[src/rtl/ahb_pkg.sv]
`default_nettype none
//==========================================================================
// ahb_pkg: AHB encodings and arbiter state type.                  Rev 1.0
//==========================================================================
package ahb_pkg;

  localparam logic [1:0] HTRANS_IDLE   = 2'b00;
  localparam logic [1:0] HTRANS_BUSY   = 2'b01;
  localparam logic [1:0] HTRANS_NONSEQ = 2'b10;
  localparam logic [1:0] HTRANS_SEQ    = 2'b11;

  localparam logic [1:0] HRESP_OKAY  = 2'b00;
  localparam logic [1:0] HRESP_ERROR = 2'b01;
  localparam logic [1:0] HRESP_RETRY = 2'b10;
  localparam logic [1:0] HRESP_SPLIT = 2'b11;

  typedef enum logic [1:0] {
    ARB_IDLE   = 2'd0,
    ARB_OWNED  = 2'd1,
    ARB_LOCKED = 2'd2
  } arb_state_e;

endpackage
`default_nettype wire

[src/rtl/ahb_bus_arbiter_if.sv]
`default_nettype none
//==========================================================================
// ahb_bus_arbiter_if: requester-side and bridge-side arbiter signals. Rev 1.0
//==========================================================================
interface ahb_bus_arbiter_if #(
  parameter int NUM_MASTERS = 2,
  parameter int ADDR_W      = 32,
  parameter int DATA_W      = 32
);
  localparam int MID_W = $clog2(NUM_MASTERS);

  logic [NUM_MASTERS-1:0]        hbusreq;
  logic [NUM_MASTERS-1:0]        hlock;
  logic [NUM_MASTERS*ADDR_W-1:0] m_haddr;
  logic [NUM_MASTERS*2-1:0]      m_htrans;
  logic [NUM_MASTERS-1:0]        m_hwrite;
  logic [NUM_MASTERS-1:0]        m_hready_in;
  logic [NUM_MASTERS*DATA_W-1:0] m_hwdata;
  logic                          hready_out;
  logic [1:0]                    hresp;

  logic [NUM_MASTERS-1:0]        hgrant;
  logic [MID_W-1:0]              hmaster;
  logic [MID_W-1:0]              hmaster_data;
  logic                          hmastlock;
  logic [ADDR_W-1:0]             haddr;
  logic [1:0]                    htrans;
  logic                          hwrite;
  logic                          hready_in;
  logic [DATA_W-1:0]             hwdata;

  // Arbiter view: takes requests and slave response, drives grant and muxed bus.
  modport slave (
    input  hbusreq, hlock, m_haddr, m_htrans, m_hwrite, m_hready_in, m_hwdata,
           hready_out, hresp,
    output hgrant, hmaster, hmaster_data, hmastlock, haddr, htrans, hwrite,
           hready_in, hwdata
  );

  modport master (
    output hbusreq, hlock, m_haddr, m_htrans, m_hwrite, m_hready_in, m_hwdata,
           hready_out, hresp,
    input  hgrant, hmaster, hmaster_data, hmastlock, haddr, htrans, hwrite,
           hready_in, hwdata
  );

endinterface
`default_nettype wire

[src/rtl/ahb_rr_pick.sv]
`default_nettype none
//==========================================================================
// ahb_rr_pick: circular first-requester search from a start index.  Rev 1.0
//==========================================================================
module ahb_rr_pick #(
  parameter int NUM_MASTERS = 2,
  localparam int MID_W = $clog2(NUM_MASTERS)
) (
  input  logic [NUM_MASTERS-1:0] req,
  input  logic [NUM_MASTERS-1:0] skip,
  input  logic [MID_W-1:0]       start,
  output logic                   found,
  output logic [NUM_MASTERS-1:0] grant,
  output logic [MID_W-1:0]       idx
);
  logic [NUM_MASTERS-1:0] cand;

  always_comb begin
    // A skipped master still wins when it is the only one asking.
    cand = req & ~skip;
    if (cand == '0) cand = req;
    found = 1'b0;
    grant = '0;
    idx   = '0;
    for (int k = 0; k < NUM_MASTERS; k++) begin
      if (!found && cand[(int'(start) + k) % NUM_MASTERS]) begin
        found = 1'b1;
        idx   = MID_W'((int'(start) + k) % NUM_MASTERS);
        grant[(int'(start) + k) % NUM_MASTERS] = 1'b1;
      end
    end
  end

endmodule
`default_nettype wire

[src/rtl/ahb_bus_arbiter.sv]
`default_nettype none
//==========================================================================
// ahb_bus_arbiter: round-robin AHB arbiter with pipelined data-phase owner.
// Define ARB_FIXED_PRIORITY_EN for lowest-index-wins arbitration.  Rev 1.0
//==========================================================================
module ahb_bus_arbiter
  import ahb_pkg::*;
#(
  parameter int NUM_MASTERS = 2,
  parameter int ADDR_W      = 32,
  parameter int DATA_W      = 32
) (
  input  logic               hclk,
  input  logic               hreset,
  ahb_bus_arbiter_if.slave   bus
);
  localparam int MID_W = $clog2(NUM_MASTERS);

  arb_state_e             r_state, w_state_n;
  logic [MID_W-1:0]       r_hmaster, w_hmaster_n;
  logic [MID_W-1:0]       r_hmaster_data;
  logic [NUM_MASTERS-1:0] r_grant, w_grant_n;
  logic                   r_err_pend, w_err_pend_n;
  logic                   w_arb_take;

  logic [1:0]             w_owner_htrans;
  logic                   w_owner_req, w_owner_lock, w_arb_pt, w_keep_lock;
  logic                   w_resp_first;

  logic [MID_W-1:0]       w_start;
  logic [NUM_MASTERS-1:0] w_skip;
  logic                   w_found;
  logic [NUM_MASTERS-1:0] w_pick_grant;
  logic [MID_W-1:0]       w_pick_idx;

  assign w_owner_htrans = bus.m_htrans[int'(r_hmaster)*2 +: 2];
  assign w_owner_req    = bus.hbusreq[r_hmaster];
  assign w_owner_lock   = bus.hlock[r_hmaster];
  assign w_resp_first   = (bus.hresp != HRESP_OKAY) && !bus.hready_out;
  assign w_arb_pt       = bus.hready_out &&
                          ((w_owner_htrans == HTRANS_IDLE) || !w_owner_req ||
                           (r_state == ARB_IDLE));
  // A pending error response cancels the lock so normal arbitration resumes.
  assign w_keep_lock    = w_owner_lock && (w_owner_req || (r_state == ARB_LOCKED)) &&
                          !r_err_pend;

  ahb_rr_pick #(.NUM_MASTERS(NUM_MASTERS)) u_pick (
    .req   (bus.hbusreq),
    .skip  (w_skip),
    .start (w_start),
    .found (w_found),
    .grant (w_pick_grant),
    .idx   (w_pick_idx)
  );

`ifdef ARB_FIXED_PRIORITY_EN
  assign w_start = '0;
  assign w_skip  = '0;
`else
  logic [MID_W-1:0]       r_ptr;
  logic [NUM_MASTERS-1:0] r_skip;

  always_ff @(posedge hclk) begin
    if (hreset) begin
      r_ptr  <= '0;
      r_skip <= '0;
    end else if (bus.hready_out) begin
      if (w_arb_take) begin
        r_skip <= '0;
        if (w_found) r_ptr <= w_pick_idx;
      end
    end else if (w_resp_first && (bus.hresp != HRESP_ERROR)) begin
      r_skip <= r_skip | r_grant;
    end
  end

  // The pointer slot itself is eligible only when the bus is parked.
  assign w_start = (r_state == ARB_IDLE) ? r_ptr :
                   ((r_ptr == MID_W'(NUM_MASTERS-1)) ? '0 : r_ptr + MID_W'(1));
  assign w_skip  = r_skip;
`endif

  always_ff @(posedge hclk) begin
    if (hreset) begin
      r_state        <= ARB_IDLE;
      r_hmaster      <= '0;
      r_grant        <= NUM_MASTERS'(1);
      r_hmaster_data <= '0;
      r_err_pend     <= 1'b0;
    end else begin
      r_state    <= w_state_n;
      r_hmaster  <= w_hmaster_n;
      r_grant    <= w_grant_n;
      r_err_pend <= w_err_pend_n;
      if (bus.hready_out) r_hmaster_data <= r_hmaster;
    end
  end

  always_comb begin
    w_state_n    = r_state;
    w_hmaster_n  = r_hmaster;
    w_grant_n    = r_grant;
    w_err_pend_n = r_err_pend;
    w_arb_take   = 1'b0;
    if (bus.hready_out) begin
      w_err_pend_n = 1'b0;
      if (r_err_pend && (r_state == ARB_LOCKED)) w_state_n = ARB_OWNED;
      if (w_arb_pt) begin
        if (w_keep_lock) begin
          w_state_n = ARB_LOCKED;
        end else begin
          w_arb_take = 1'b1;
          if (w_found) begin
            w_hmaster_n = w_pick_idx;
            w_grant_n   = w_pick_grant;
            w_state_n   = bus.hlock[w_pick_idx] ? ARB_LOCKED : ARB_OWNED;
          end else begin
            w_hmaster_n = '0;
            w_grant_n   = NUM_MASTERS'(1);
            w_state_n   = ARB_IDLE;
          end
        end
      end
    end else if (w_resp_first) begin
      w_err_pend_n = 1'b1;
    end
  end

  assign bus.hgrant       = r_grant;
  assign bus.hmaster      = r_hmaster;
  assign bus.hmaster_data = r_hmaster_data;
  assign bus.hmastlock    = (r_state == ARB_LOCKED);
  assign bus.haddr        = bus.m_haddr[int'(r_hmaster)*ADDR_W +: ADDR_W];
  assign bus.htrans       = (hreset || w_resp_first) ? HTRANS_IDLE : w_owner_htrans;
  assign bus.hwrite       = bus.m_hwrite[r_hmaster];
  assign bus.hready_in    = hreset ? 1'b0 : bus.m_hready_in[r_hmaster];
  assign bus.hwdata       = bus.m_hwdata[int'(r_hmaster_data)*DATA_W +: DATA_W];

endmodule
`default_nettype wire

[src/flat_wrapper.sv]
// flat-port wrapper written by rule: the top's interface ports become plain ports
module ahb_bus_arbiter_flat import ahb_pkg::*;
#(
  parameter int NUM_MASTERS = 2,
  parameter int ADDR_W      = 32,
  parameter int DATA_W      = 32
)
  (hclk, hreset, bus_hbusreq, bus_hlock, bus_m_haddr, bus_m_htrans, bus_m_hwrite, bus_m_hready_in, bus_m_hwdata, bus_hready_out, bus_hresp, bus_hgrant, bus_hmaster, bus_hmaster_data, bus_hmastlock, bus_haddr, bus_htrans, bus_hwrite, bus_hready_in, bus_hwdata);
  ahb_bus_arbiter_if #(.NUM_MASTERS(NUM_MASTERS), .ADDR_W(ADDR_W), .DATA_W(DATA_W)) bus_i ();
  input  logic hclk;
  input  logic hreset;
  input wire logic [$bits(bus_i.hbusreq)-1:0] bus_hbusreq;
  input wire logic [$bits(bus_i.hlock)-1:0] bus_hlock;
  input wire logic [$bits(bus_i.m_haddr)-1:0] bus_m_haddr;
  input wire logic [$bits(bus_i.m_htrans)-1:0] bus_m_htrans;
  input wire logic [$bits(bus_i.m_hwrite)-1:0] bus_m_hwrite;
  input wire logic [$bits(bus_i.m_hready_in)-1:0] bus_m_hready_in;
  input wire logic [$bits(bus_i.m_hwdata)-1:0] bus_m_hwdata;
  input wire logic [$bits(bus_i.hready_out)-1:0] bus_hready_out;
  input wire logic [$bits(bus_i.hresp)-1:0] bus_hresp;
  output wire logic [$bits(bus_i.hgrant)-1:0] bus_hgrant;
  output wire logic [$bits(bus_i.hmaster)-1:0] bus_hmaster;
  output wire logic [$bits(bus_i.hmaster_data)-1:0] bus_hmaster_data;
  output wire logic [$bits(bus_i.hmastlock)-1:0] bus_hmastlock;
  output wire logic [$bits(bus_i.haddr)-1:0] bus_haddr;
  output wire logic [$bits(bus_i.htrans)-1:0] bus_htrans;
  output wire logic [$bits(bus_i.hwrite)-1:0] bus_hwrite;
  output wire logic [$bits(bus_i.hready_in)-1:0] bus_hready_in;
  output wire logic [$bits(bus_i.hwdata)-1:0] bus_hwdata;
  assign bus_i.hbusreq = bus_hbusreq;
  assign bus_i.hlock = bus_hlock;
  assign bus_i.m_haddr = bus_m_haddr;
  assign bus_i.m_htrans = bus_m_htrans;
  assign bus_i.m_hwrite = bus_m_hwrite;
  assign bus_i.m_hready_in = bus_m_hready_in;
  assign bus_i.m_hwdata = bus_m_hwdata;
  assign bus_i.hready_out = bus_hready_out;
  assign bus_i.hresp = bus_hresp;
  assign bus_hgrant = bus_i.hgrant;
  assign bus_hmaster = bus_i.hmaster;
  assign bus_hmaster_data = bus_i.hmaster_data;
  assign bus_hmastlock = bus_i.hmastlock;
  assign bus_haddr = bus_i.haddr;
  assign bus_htrans = bus_i.htrans;
  assign bus_hwrite = bus_i.hwrite;
  assign bus_hready_in = bus_i.hready_in;
  assign bus_hwdata = bus_i.hwdata;
  ahb_bus_arbiter #(.NUM_MASTERS(NUM_MASTERS), .ADDR_W(ADDR_W), .DATA_W(DATA_W)) u_core (.hclk(hclk), .hreset(hreset), .bus(bus_i));
endmodule
[config.mk]
export PLATFORM = sky130hd
export DESIGN_NAME = ahb_bus_arbiter_flat
export DESIGN_NICKNAME = d
export VERILOG_FILES = /design/src/rtl/ahb_pkg.sv /design/src/rtl/ahb_bus_arbiter_if.sv /design/src/rtl/ahb_rr_pick.sv /design/src/rtl/ahb_bus_arbiter.sv /design/src/flat_wrapper.sv
export SDC_FILE = /design/constraint.sdc
export NUM_CORES = 1
export LEC_CHECK = 0
export CAP_MARGIN = 20
export CORE_AREA = 2 2 84 86
export CTS_CLUSTER_DIAMETER = 50
export DETAILED_ROUTE_END_ITERATION = 6
export DIE_AREA = 0 0 86 88
export DONT_BUFFER_PORTS = 1
export GPL_ROUTABILITY_DRIVEN = 0
export PLACE_DENSITY = 0.38
export SETUP_SLACK_MARGIN = 0.5
export SYNTH_ARGS = -nofsm -noshare
export SYNTH_HDL_FRONTEND = slang
export SYNTH_HIERARCHICAL = 1
export SYNTH_SLANG_ARGS = --single-unit
[constraint.sdc]
create_clock -name hclk -period 4.33 [get_ports hclk]
set_clock_uncertainty 0.2 [all_clocks]
set_input_delay 0.866 -clock hclk [delete_from_list [all_inputs] [get_ports hclk]]
set_output_delay 0.866 -clock hclk [all_outputs]
set_load 0.02 [all_outputs]
Yosys cells after proc, flatten, opt, wreduce, memory -nomap -nowiden
Cells that the tools add are included.

word-level totals
  register bits = 10
  input bits = 145
  output and inout bits = 73
  logic and storage cells = 98

cells by class
  $add $sub $neg = 2
  magnitude comparators = 6
  equal/unequal tests = 3
  shift-type cells = 3
  muxes and demuxes = 43
  bitwise operators = 6
  reduce and logical (&&, ||, !) cells = 28

operator list
  operator               number
  $shiftx A64 B7 Y32     2
  $mux W1                28
  $mux W2                13
  $logic_and A1 B1 Y1    9
  $logic_not A2 Y1       3
  $lt A1 B2 Y1 const B   3
  $reduce_and A3 Y1      2
  $reduce_bool A2 Y1     3
  $logic_not A1 Y1       4
  $logic_or A1 B1 Y1     4
  $ne A2 B1 Y1 const B   2
  $or A2 B2 Y2           2
  $reduce_and A2 Y1      2
  $shiftx A4 B3 Y2       1
  $lt A2 B3 Y1 const B   1
  $add A1 B1 Y1 const B  2
  $and A2 B2 Y2          1
  $demux W1 S1           2
  $eq A2 B2 Y1 const B   1
  $ge A2 B1 Y1 const B   1
  $not A2 Y2             1
  $reduce_or A2 Y1       1
  $and A1 B1 Y1 const A  1
  $ge A1 B1 Y1 const B   1
  $not A1 Y1             1

Depth between registers and ports, before layout
Gate-level depths: netlist of the first run.

  word-level depth = 16
  mapped depth = 8
  gate-level depth less buffers = 8

By module
The synthesis of the first run kept the hierarchy.

by module, submodules not included
  module           instances  cells an instance  area an instance (um^2)  sequential area each (um^2)
  ahb_bus_arbiter  1          141                1365.1                   200.2
  ahb_rr_pick      1          9                  62.6                     0.0

Worst setup path after synthesis of the first run
No wires, ideal clock.

  path type = in2out
  from = input port hreset
  to = output port bus_htrans[0]
  arrival time = 1.603 ns
  required time = 3.264 ns
  slack = 1.661 ns
  cell stages on the path = 4
  buffers on the path = 1
  cells stage by stage = clkbuf_1 > inv_1 > o21ai_0 > nor2_1

between the ends
  word-level cells in the longest chain between the ends = 2

ends and longest elaborated chain
  what                RTL line                RTL
  start: declaration  flat_wrapper.sv:11      input logic hreset;
  $logic_or A1 B1 Y1  ahb_bus_arbiter.sv:134  assign bus.htrans = (hreset || w_resp_first) ? HTRANS_IDLE : w_owner_htrans;
  $mux W2             ahb_bus_arbiter.sv:134
  end: declaration    flat_wrapper.sv:26      output wire logic [$bits(bus_i.htrans)-1:0] bus_htrans;

Every way passes these cells.

Worst setup path after layout of the first run
  from = register u_core.r_hmaster (netlist: u_core/bus.hmaster)
  to = output port bus_htrans[0]

between the ends
  word-level cells in the longest chain between the ends = 2

ends and longest elaborated chain
  what                      RTL line                RTL
  start: declaration        ahb_bus_arbiter.sv:20   logic [MID_W-1:0] r_hmaster, w_hmaster_n;
  start signal: assignment  ahb_bus_arbiter.sv:92   r_hmaster <= w_hmaster_n;
  $shiftx A4 B3 Y2          ahb_bus_arbiter.sv:36   assign w_owner_htrans = bus.m_htrans[int'(r_hmaster)*2 +: 2];
  $mux W2                   ahb_bus_arbiter.sv:134

Every way passes these cells.

==> impl_metrics.env, run 1 <==
export IMPL_rsz0062_at_grt="false"
export IMPL_path_max_fanout=44
export IMPL_cap_violations=0
export IMPL_cp_end_kind="output pin"
export IMPL_initial_core_util_pct=21.49
export IMPL_synth_edf_count=0
export IMPL_ys_types=37
export IMPL_peakVddDrop_mv=0.07033
export IMPL_setup_ws_ns=1.479
export IMPL_whs_path_depth=2
export IMPL_synth_compound_area_share_pct=11.74
export IMPL_core_mm2=0.006644
export IMPL_final_antenna_net_count=0
export IMPL_cts_tree="done"
export IMPL_detail_route_wl_per_cell_um=22.16
export IMPL_hold_class="reg -> reg"
export IMPL_ys_flop_type="dfxtp_1"
export IMPL_routed_wl_mm=4.963
export IMPL_syn_inst=150
export IMPL_power_leakage_nw=0.5113
export IMPL_die_width_um=86
export IMPL_synth_top_cell_by_area="mux2_2"
export IMPL_synthXorXnorAreaFrac_pct=0.6135
export IMPL_grt_pass1_vias=1095
export IMPL_io_buffers=0
export IMPL_area_growth_pct=7.362
export IMPL_most_common_layout_cells="mux2_2 (62), dfxtp_1 (9), nor2_1 (8)"
export IMPL_crit_required_ns=3.26
export IMPL_numCtsBuffers=3
export IMPL_cts_buffer_depth=2
export IMPL_finalCritPeriodShare_pct=65.84
export IMPL_synth_top_area_share_pct=48.90
export IMPL_maxSlewHeadroom_pct=31.71
export IMPL_drc=0
export IMPL_synthAdderAreaFrac_pct=0
export IMPL_diodes=0
export IMPL_detail_route_vias_per_cell=5.621
export IMPL_dr_pass1_iters=4
export IMPL_synth_area_per_cell_um2=9.517
export IMPL_fp_row_count=30
export IMPL_final_nets=290
export IMPL_yosys_area_share_simple_pct=12.01
export IMPL_holdBufCountCts=0
export IMPL_power_density_mw_per_mm2=266.3
export IMPL_clk_pin_slew_ns=0.05
export IMPL_ys_seq_area_share_pct=14.02
export IMPL_io_pins=218
export IMPL_grt_max_degree=45
export IMPL_final_common_cell="mux2_2"
export IMPL_synth_fp_nets=295
export IMPL_syn_cell_area_mm2=0.001428
export IMPL_tns_ns=0
export IMPL_period_needed_ns=2.851
export IMPL_drt_iter0_drc=70
export IMPL_grt_pass1_wl_mm=5.823
export IMPL_muxShareOfSynthArea_pct=56.18
export IMPL_clock_latency_ns=0.24
export IMPL_post_cts_buffers=0
export IMPL_grt_use_total_pct=10.42
export IMPL_vias=1259
export IMPL_start_kind="flop"
export IMPL_place_detailed_hpwl_mm=4.346
export IMPL_fill_cells=709
export IMPL_die_height_um=88
export IMPL_synth_area_leaders="mux2_2 (49%), dfxtp_1 (14%), mux2i_1 (4.9%)"
export IMPL_reg2reg_depth=4
export IMPL_cp_arrival_ns=1.78
export IMPL_htreeDepth=1
export IMPL_tightest_slew_ns=1.024
export IMPL_dieArea_mm2=0.007568
export IMPL_cts_num_sinks=10
export IMPL_critPathKind="reg -> out"
export IMPL_antenna_found_initial=0
export IMPL_pre_cts_ws_ns=1.725
export IMPL_ys_async_sr_fraction_pct=0
export IMPL_drive_above_1_share_pct=50.69
export IMPL_finalSetupViolCount=0
export IMPL_postCtsResizedCells=0
export IMPL_synth_top_family_by_area="multiplexers"
export IMPL_cts_root_buf="clkbuf_8"
export IMPL_max_freq_mhz=350.8
export IMPL_overflow=0
export IMPL_drv_slew=0
export IMPL_synth_seq_cells=10
export IMPL_ys_warn_count=6
export IMPL_hold_viol_final=0
export IMPL_outcome="finished, final reports clean"
==> area by class of cell <==
cell class	instances	area (um2)	share of cell area (%)
repair buffers	1	7.507	0.4898
well taps	80	100.1	6.531
flip-flops and latches	10	201.4	13.14
clock buffers	4	55.05	3.592
multi-input cells	124	1150	75.02
inverters	5	18.77	1.224
==> critical path: stages, from the launching register on <==
cell and delay (ns):
dfxtp_2 1.00, mux2i_1 0.19, nor2_1 0.35
==> Yosys cell counts (3+ instances only) <==
library cell / count
mux2i_1: 7
mux2_2: 62
mux2_1: 3
dfxtp_1: 10
nand2_1: 5
nor3_1: 5
nor2_1: 8
buf_2: 8
inv_1: 5
==> power breakdown <==
part | internal (mW) | switching [mW] | total (mW)
combinational | 0.0657 | 0.109 | 0.175
clock | 0.0800 | 0.0376 | 0.118
sequential | 0.0987 | 0.0169 | 0.116
total | 0.244 | 0.164 | 0.408
==> layer usage <==
metal / vias up / wire length (um) / global-route usage [%]
li1: 554 / - / -
met1: 557 / 1457 / 9.612
met2: 144 / 2880 / 21.92
met3: 4 / 526 / 1.225
met4: 0 / 98 / 5.339
met5: - / 0 / 0
==> path summary, 6_finish.rpt <==
| path | from | to | slack (ns) |
|---|---|---|---|
| worst min register to register | u_core/r_state[1] | u_core/r_state[1] | 0.32 |
| worst min-delay path | u_core/r_state[1] | u_core/r_state[1] | 0.32 |
| worst max-delay path | u_core/bus.hmaster | bus_htrans[0] | 1.48 |
| worst max register to register | u_core/bus.hmaster | u_core/bus.hgrant[1] | 1.81 |
==> state kept, by name (all words and copies together), names as in the netlist <==
signal and flops:
u_core/r_skip 2, u_core/bus.hmaster_data 1, u_core/r_err_pend 1, u_core/r_ptr 1
u_core/bus.hgrant 2, u_core/r_state 2, u_core/bus.hmaster 1
==> kinds of logic after synthesis <==
logic type / count (synthesis)
XOR/XNOR: 1
multiplexers: 72
AND/OR/NAND/NOR: 31
flip-flops: 10
AO/OA/AOI/OAI: 20
buffers and inverters: 16
==> metrics by stage <==
step	instances	instance area (um2)	total power, mW	hold slack [ns]	utilization [%]
global placement	220	1478	0.2942	0.3006	22.24
global route	224	1533	0.4257	0.3432	23.07
detailed placement	220	1478	0.2924	0.3126	22.24
CTS	224	1533	0.4116	0.3220	23.07
finish	224	1533	0.4082	0.3197	23.07
floorplan	150	1428	0.2782	0.2870	-
(Power assumes the default switching activity.)
==> inputs of run 2 (changes only) <==
--- a/config.mk
+++ b/config.mk
@@ -12,7 +12,7 @@
 export DIE_AREA = 0 0 86 88
 export DONT_BUFFER_PORTS = 1
 export GPL_ROUTABILITY_DRIVEN = 0
-export PLACE_DENSITY = 0.38
+export PLACE_DENSITY = 0.4
 export SETUP_SLACK_MARGIN = 0.5
 export SYNTH_ARGS = -nofsm -noshare
 export SYNTH_HDL_FRONTEND = slang
==> constraint.sdc (replaced) <==
create_clock -name hclk -period 2.6 [get_ports hclk]
set_clock_uncertainty 0.2 [all_clocks]
set_input_delay 0.52 -clock hclk [delete_from_list [all_inputs] [get_ports hclk]]
set_output_delay 0.52 -clock hclk [all_outputs]
set_load 0.02 [all_outputs]
==> impl_metrics.env, run 2 (synthesized netlist as in run 1, its figures left out) <==
export IMPL_finalCritPeriodShare_pct=78.63
export IMPL_drive_above_1_share_pct=55.10
export IMPL_overflow=0
export IMPL_peakVddDrop_mv=0.2192
export IMPL_final_nets=294
export IMPL_final_area_mm2=0.001597
export IMPL_die_width_um=86
export IMPL_path_max_fanout=33
export IMPL_drc=0
export IMPL_grt_util_met3_pct=3.676
export IMPL_place_inst=221
export IMPL_tightest_slew_ns=0.4524
export IMPL_cts_buffer_depth=2
export IMPL_power_leakage_nw=0.5400
export IMPL_most_common_layout_cells="mux2_2 (62), nor2_1 (7), mux2i_1 (7), dfxtp_1 (7)"
export IMPL_detail_route_wl_per_cell_um=24.01
export IMPL_cp_end_kind="output pin"
export IMPL_detail_route_vias_per_cell=5.528
export IMPL_grt_use_total_pct=11.89
export IMPL_maxSlewHeadroom_pct=69.67
export IMPL_cap_violations=0
export IMPL_vias=1266
export IMPL_htreeDepth=1
export IMPL_globalRouteMet1Util_pct=15.35
export IMPL_crit_required_ns=1.88
export IMPL_clock_latency_ns=0.23
export IMPL_dieArea_mm2=0.007568
export IMPL_max_freq_mhz=489.2
export IMPL_drt_iter0_drc=38
export IMPL_numCtsBuffers=3
export IMPL_antenna_found_initial=2
export IMPL_io_buffers=0
export IMPL_core_mm2=0.006644
export IMPL_io_pins=218
export IMPL_cts_num_sinks=10
export IMPL_hold_viol_final=0
export IMPL_place_detailed_hpwl_mm=4.726
export IMPL_grt_pass1_vias=1125
export IMPL_grt_pass1_wl_mm=6.637
export IMPL_die_height_um=88
export IMPL_hold_class="in -> reg"
export IMPL_tns_ns=0
export IMPL_fin_cells=229
export IMPL_initial_core_util_pct=21.49
export IMPL_fp_row_count=30
export IMPL_finalSetupViolCount=0
export IMPL_critPathKind="reg -> out"
export IMPL_start_kind="flop"
export IMPL_period_needed_ns=2.044
export IMPL_drv_slew=0
export IMPL_clk_pin_slew_ns=0.04
export IMPL_cts_tree="done"
export IMPL_final_common_cell="mux2_2"
export IMPL_final_antenna_net_count=0
export IMPL_pre_cts_ws_ns=0.3256
export IMPL_area_growth_pct=11.83
export IMPL_grt_max_degree=34
export IMPL_power_density_mw_per_mm2=415.8
export IMPL_holdBufCountCts=0
export IMPL_busiest_layer="met2"
export IMPL_cp_arrival_ns=1.32
export IMPL_grtUsageMet2_pct=19.73
export IMPL_outcome="finished, final reports clean"
export IMPL_power_uw=663.9
export IMPL_dpl_instance_area_mm2=0.001498
export IMPL_setup_ws_ns=0.5557
export IMPL_dr_pass1_iters=4
export IMPL_routed_wl_mm=5.498
export IMPL_rsz0062_at_grt="true"
export IMPL_cts_root_buf="clkbuf_8"
## run 2: changes by cell type in the layout (fill, tap and decap cells not counted), sizes merged
cell / before / now
buf: 1 / 5
diode: 0 / 2
clkbuf: 4 / 3
## run 2: report_power, final
part           internal (mW)  switching [mW]  leakage [nW]
combinational          0.122           0.202         0.435
sequential             0.165          0.0150        0.0833
clock                  0.101          0.0589        0.0216
total                  0.388           0.275         0.540
## run 2: path summary, 6_finish.rpt
check	start	end	slack, ns	depth (start not counted)
worst min-delay path	hreset	u_core/r_state[1]	0.15	1
worst max-delay path	u_core/bus.hmaster_data	bus_hwdata[10]	0.56	2
worst max register to register	u_core/r_state[1]	u_core/r_state[1]	0.58	8
worst min register to register	u_core/bus.hmaster_data	u_core/bus.hmaster_data	0.31	2
## run 2: repair_timing
action,4_1_cts,5_1_grt
pin swaps,0,2
gates cloned,0,0
setup endpoints to repair,66,2
resized for setup,5,3
setup buffers,2,1
## run 2: final cells by class
type | instances | area [um2]
sequential | 10 | 206.4
clock buffer | 3 | 41.29
fill | 701 | 5047
inverter | 5 | 18.77
tap | 80 | 100.1
antenna | 2 | 5.005
multi-input combinational | 124 | 1171
timing repair buffer | 5 | 53.80
## run 2: per-stage QoR
step | hold slack, ns | util (%)
3_3_place_gp | 0.2784 | 22.54
5_1_grt | 0.1379 | 23.95
4_1_cts | 0.1437 | 23.69
3_5_place_dp | 0.2814 | 22.54
6_report | 0.1481 | 24.03
2_1_floorplan | 0.2870 | -
## run 2: routing by layer
metal  wire length (um)  vias up
met1               2235      576
met4                 13        0
li1                   -      568
met5                  0        -
met2               2630      120
met3                618        2
## run 2: worst max-delay path, stage by stage (launching register included)
cell	delay, ns
dfxtp_1	0.34
buf_6	0.29
mux2_2	0.44
==> inputs of run 3 (changes only) <==
--- a/config.mk
+++ b/config.mk
@@ -12,7 +12,7 @@
 export DIE_AREA = 0 0 86 88
 export DONT_BUFFER_PORTS = 1
 export GPL_ROUTABILITY_DRIVEN = 0
-export PLACE_DENSITY = 0.4
+export PLACE_DENSITY = 0.38
 export SETUP_SLACK_MARGIN = 0.5
 export SYNTH_ARGS = -nofsm -noshare
 export SYNTH_HDL_FRONTEND = slang
==> constraint.sdc (replaced) <==
create_clock -name hclk -period 1.95 [get_ports hclk]
set_clock_uncertainty 0.2 [all_clocks]
set_input_delay 0.39 -clock hclk [delete_from_list [all_inputs] [get_ports hclk]]
set_output_delay 0.39 -clock hclk [all_outputs]
set_load 0.02 [all_outputs]
==> impl_metrics.env, run 3 (synthesized netlist as in run 1, its figures left out) <==
export IMPL_outcome="finished with violations"
export IMPL_violations="negative setup slack"
export IMPL_grtUsageMet2_pct=24.81
export IMPL_final_antenna_net_count=0
export IMPL_area_growth_pct=70.20
export IMPL_tightest_slew_ns=0.7446
export IMPL_cts_num_sinks=10
export IMPL_power_leakage_nw=0.9999
export IMPL_drv_slew=0
export IMPL_cp_arrival_ns=2.02
export IMPL_clock_latency_ns=0.23
export IMPL_dieArea_mm2=0.007568
export IMPL_crit_chain="nor2_4, xnor2_2, and2b_1, a221oi_2, mux2i_1, buf_4, a311oi_2, a211oi_1"
export IMPL_maxSlewHeadroom_pct=49.84
export IMPL_final_area_mm2=0.002430
export IMPL_rsz0062_at_grt="true"
export IMPL_path_max_fanout=2
export IMPL_finalCritPeriodShare_pct=106.2
export IMPL_final_common_cell="mux2_4"
export IMPL_swShare_pct=38.05
export IMPL_dr_pass1_iters=4
export IMPL_die_height_um=88
export IMPL_dpl_instance_area_mm2=0.001827
export IMPL_power_mw=1.119
export IMPL_initial_core_util_pct=21.49
export IMPL_crit_buf_inv=1
export IMPL_cap_violations=0
export IMPL_peakVddDrop_mv=0.2587
export IMPL_fp_row_count=30
export IMPL_cpPeakStageDelay_ns=0.33
export IMPL_whs_path_depth=1
export IMPL_drc=0
export IMPL_critPathKind="reg -> reg"
export IMPL_worst_path_max_delay_cell="dfxtp_2"
export IMPL_numCtsBuffers=3
export IMPL_detail_route_wl_per_cell_um=25.31
export IMPL_crit_family="compound AO/OA/AOI/OAI gates"
export IMPL_cts_buffer_depth=2
export IMPL_hold_path_startpoint="hreset"
export IMPL_rrSetupSlack_ns=-0.12
export IMPL_routed_wl_mm=6.479
export IMPL_finalSetupViolCount=2
export IMPL_internal_power_uw=693.4
export IMPL_period_needed_ns=2.071
export IMPL_pwr_share_comb_pct=59.3
export IMPL_r2r_start="u_core/r_state[0]"
export IMPL_grt_util_met3_pct=4.053
export IMPL_reg2reg_depth=8
export IMPL_holdPathEnd="u_core/r_state[1]"
export IMPL_r2r_end="u_core/r_state[0]"
export IMPL_drt_iter0_drc=49
export IMPL_overflow=0
export IMPL_hold_viol_final=0
export IMPL_power_frac_seq_pct=21.8
export IMPL_grt_max_degree=11
export IMPL_setup_ws_ns=-0.1208
export IMPL_cts_root_buf="clkbuf_8"
export IMPL_cp_end_kind="flop"
export IMPL_detail_route_vias_per_cell=5.406
export IMPL_busiest_layer="met2"
export IMPL_diodes=0
export IMPL_p_clk_share_pct=19.0
export IMPL_start_kind="flop"
export IMPL_globalRouteMet1Util_pct=18.22
export IMPL_die_width_um=86
export IMPL_core_mm2=0.006644
export IMPL_antenna_found_initial=0
export IMPL_drive_above_1_share_pct=71.02
export IMPL_power_density_mw_per_mm2=460.6
export IMPL_io_buffers=0
export IMPL_fill_cells=634
export IMPL_seq_area_um2=210.2
export IMPL_holdBufCountCts=0
export IMPL_place_detailed_hpwl_mm=5.126
export IMPL_grt_pass1_vias=1359
export IMPL_grt_use_total_pct=14.38
export IMPL_multiInputGateArea_mm2=0.001515
export IMPL_max_freq_mhz=482.9
export IMPL_grt_pass1_wl_mm=8.135
export IMPL_hold_class="in -> reg"
export IMPL_vias=1384
export IMPL_crit_required_ns=1.90
export IMPL_most_common_layout_cells="mux2_4 (65), buf_6 (11), buf_16 (9), buf_4 (9), dfxtp_1 (6)"
export IMPL_cts_tree="done"
export IMPL_final_nets=323
export IMPL_switchingPower_uw=425.8
export IMPL_io_pins=218
export IMPL_htreeDepth=1
export IMPL_clk_pin_slew_ns=0.05
export IMPL_tns_ns=-0.2302
==> run 3: worst max path at each step <==
stage,cells past startpoint,start,endpoint,slack [ns]
finish,8,u_core/r_state[0],u_core/r_state[0],-0.12
CTS,8,u_core/r_state[0],u_core/r_state[1],-0.11
global placement,8,u_core/r_state[0],u_core/r_state[1],-0.008
floorplan,8,u_core/r_state[0],u_core/r_state[1],0.07
global route,8,u_core/r_state[0],u_core/r_state[0],-0.23
detailed placement,8,u_core/r_state[1],u_core/r_state[1],-0.14
==> run 3: worst reg2reg max path, delay by kind of cell (launching register included) <==
| kind | cells | cell delay [ns] |
|---|---|---|
| buffers and inverters | 1 | 0.14 |
| XOR/XNOR | 1 | 0.13 |
| AND/OR/NAND/NOR | 2 | 0.37 |
| multiplexers | 1 | 0.27 |
| AO/OA/AOI/OAI | 3 | 0.54 |
| flip-flops | 1 | 0.33 |
==> run 3: power by group through the flow <==
| stage | clock network, mW | registers [mW] | logic, mW |
|---|---|---|---|
| 2_1_floorplan | 0 | 0.240 | 0.476 |
| 3_3_place_gp | 0 | 0.246 | 0.507 |
| 3_5_place_dp | 0 | 0.247 | 0.508 |
| 4_1_cts | 0.217 | 0.244 | 0.648 |
| 5_1_grt | 0.227 | 0.246 | 0.695 |
| 6_report | 0.212 | 0.243 | 0.663 |
==> run 3: through the flow <==
step           setup WS (ns)  instances  hold slack (ns)  utilization [%]
2_1_floorplan        0.07055        150           0.2870                -
3_3_place_gp       -0.007698        225           0.2546            27.50
3_5_place_dp         -0.1353        225           0.2573            27.50
4_1_cts              -0.1122        253          0.01357            35.78
5_1_grt              -0.2304        256         0.009020            36.57
6_report             -0.1208        256          0.01734            36.57
==> run 3: routing by layer <==
metal / up-vias / share of wire [%]
met5: - / 0
met4: 0 / 0.22
met3: 2 / 8.7
met2: 90 / 53
met1: 666 / 38
li1: 626 / -
==> run 3: cell type report <==
class | count | area share, %
sequential | 10 | 8.651
tap | 80 | 4.119
multi-input combinational | 124 | 62.36
clock buffer | 3 | 1.699
inverter | 5 | 0.9784
timing repair buffer | 34 | 22.19
==> run 3: what timing repair did <==
item | CTS | global route
setup buffers | 17 | 2
setup endpoints to repair | 78 | 78
gates resized for setup | 40 | 2
cloned | 8 | 1
pin swaps | 8 | 5
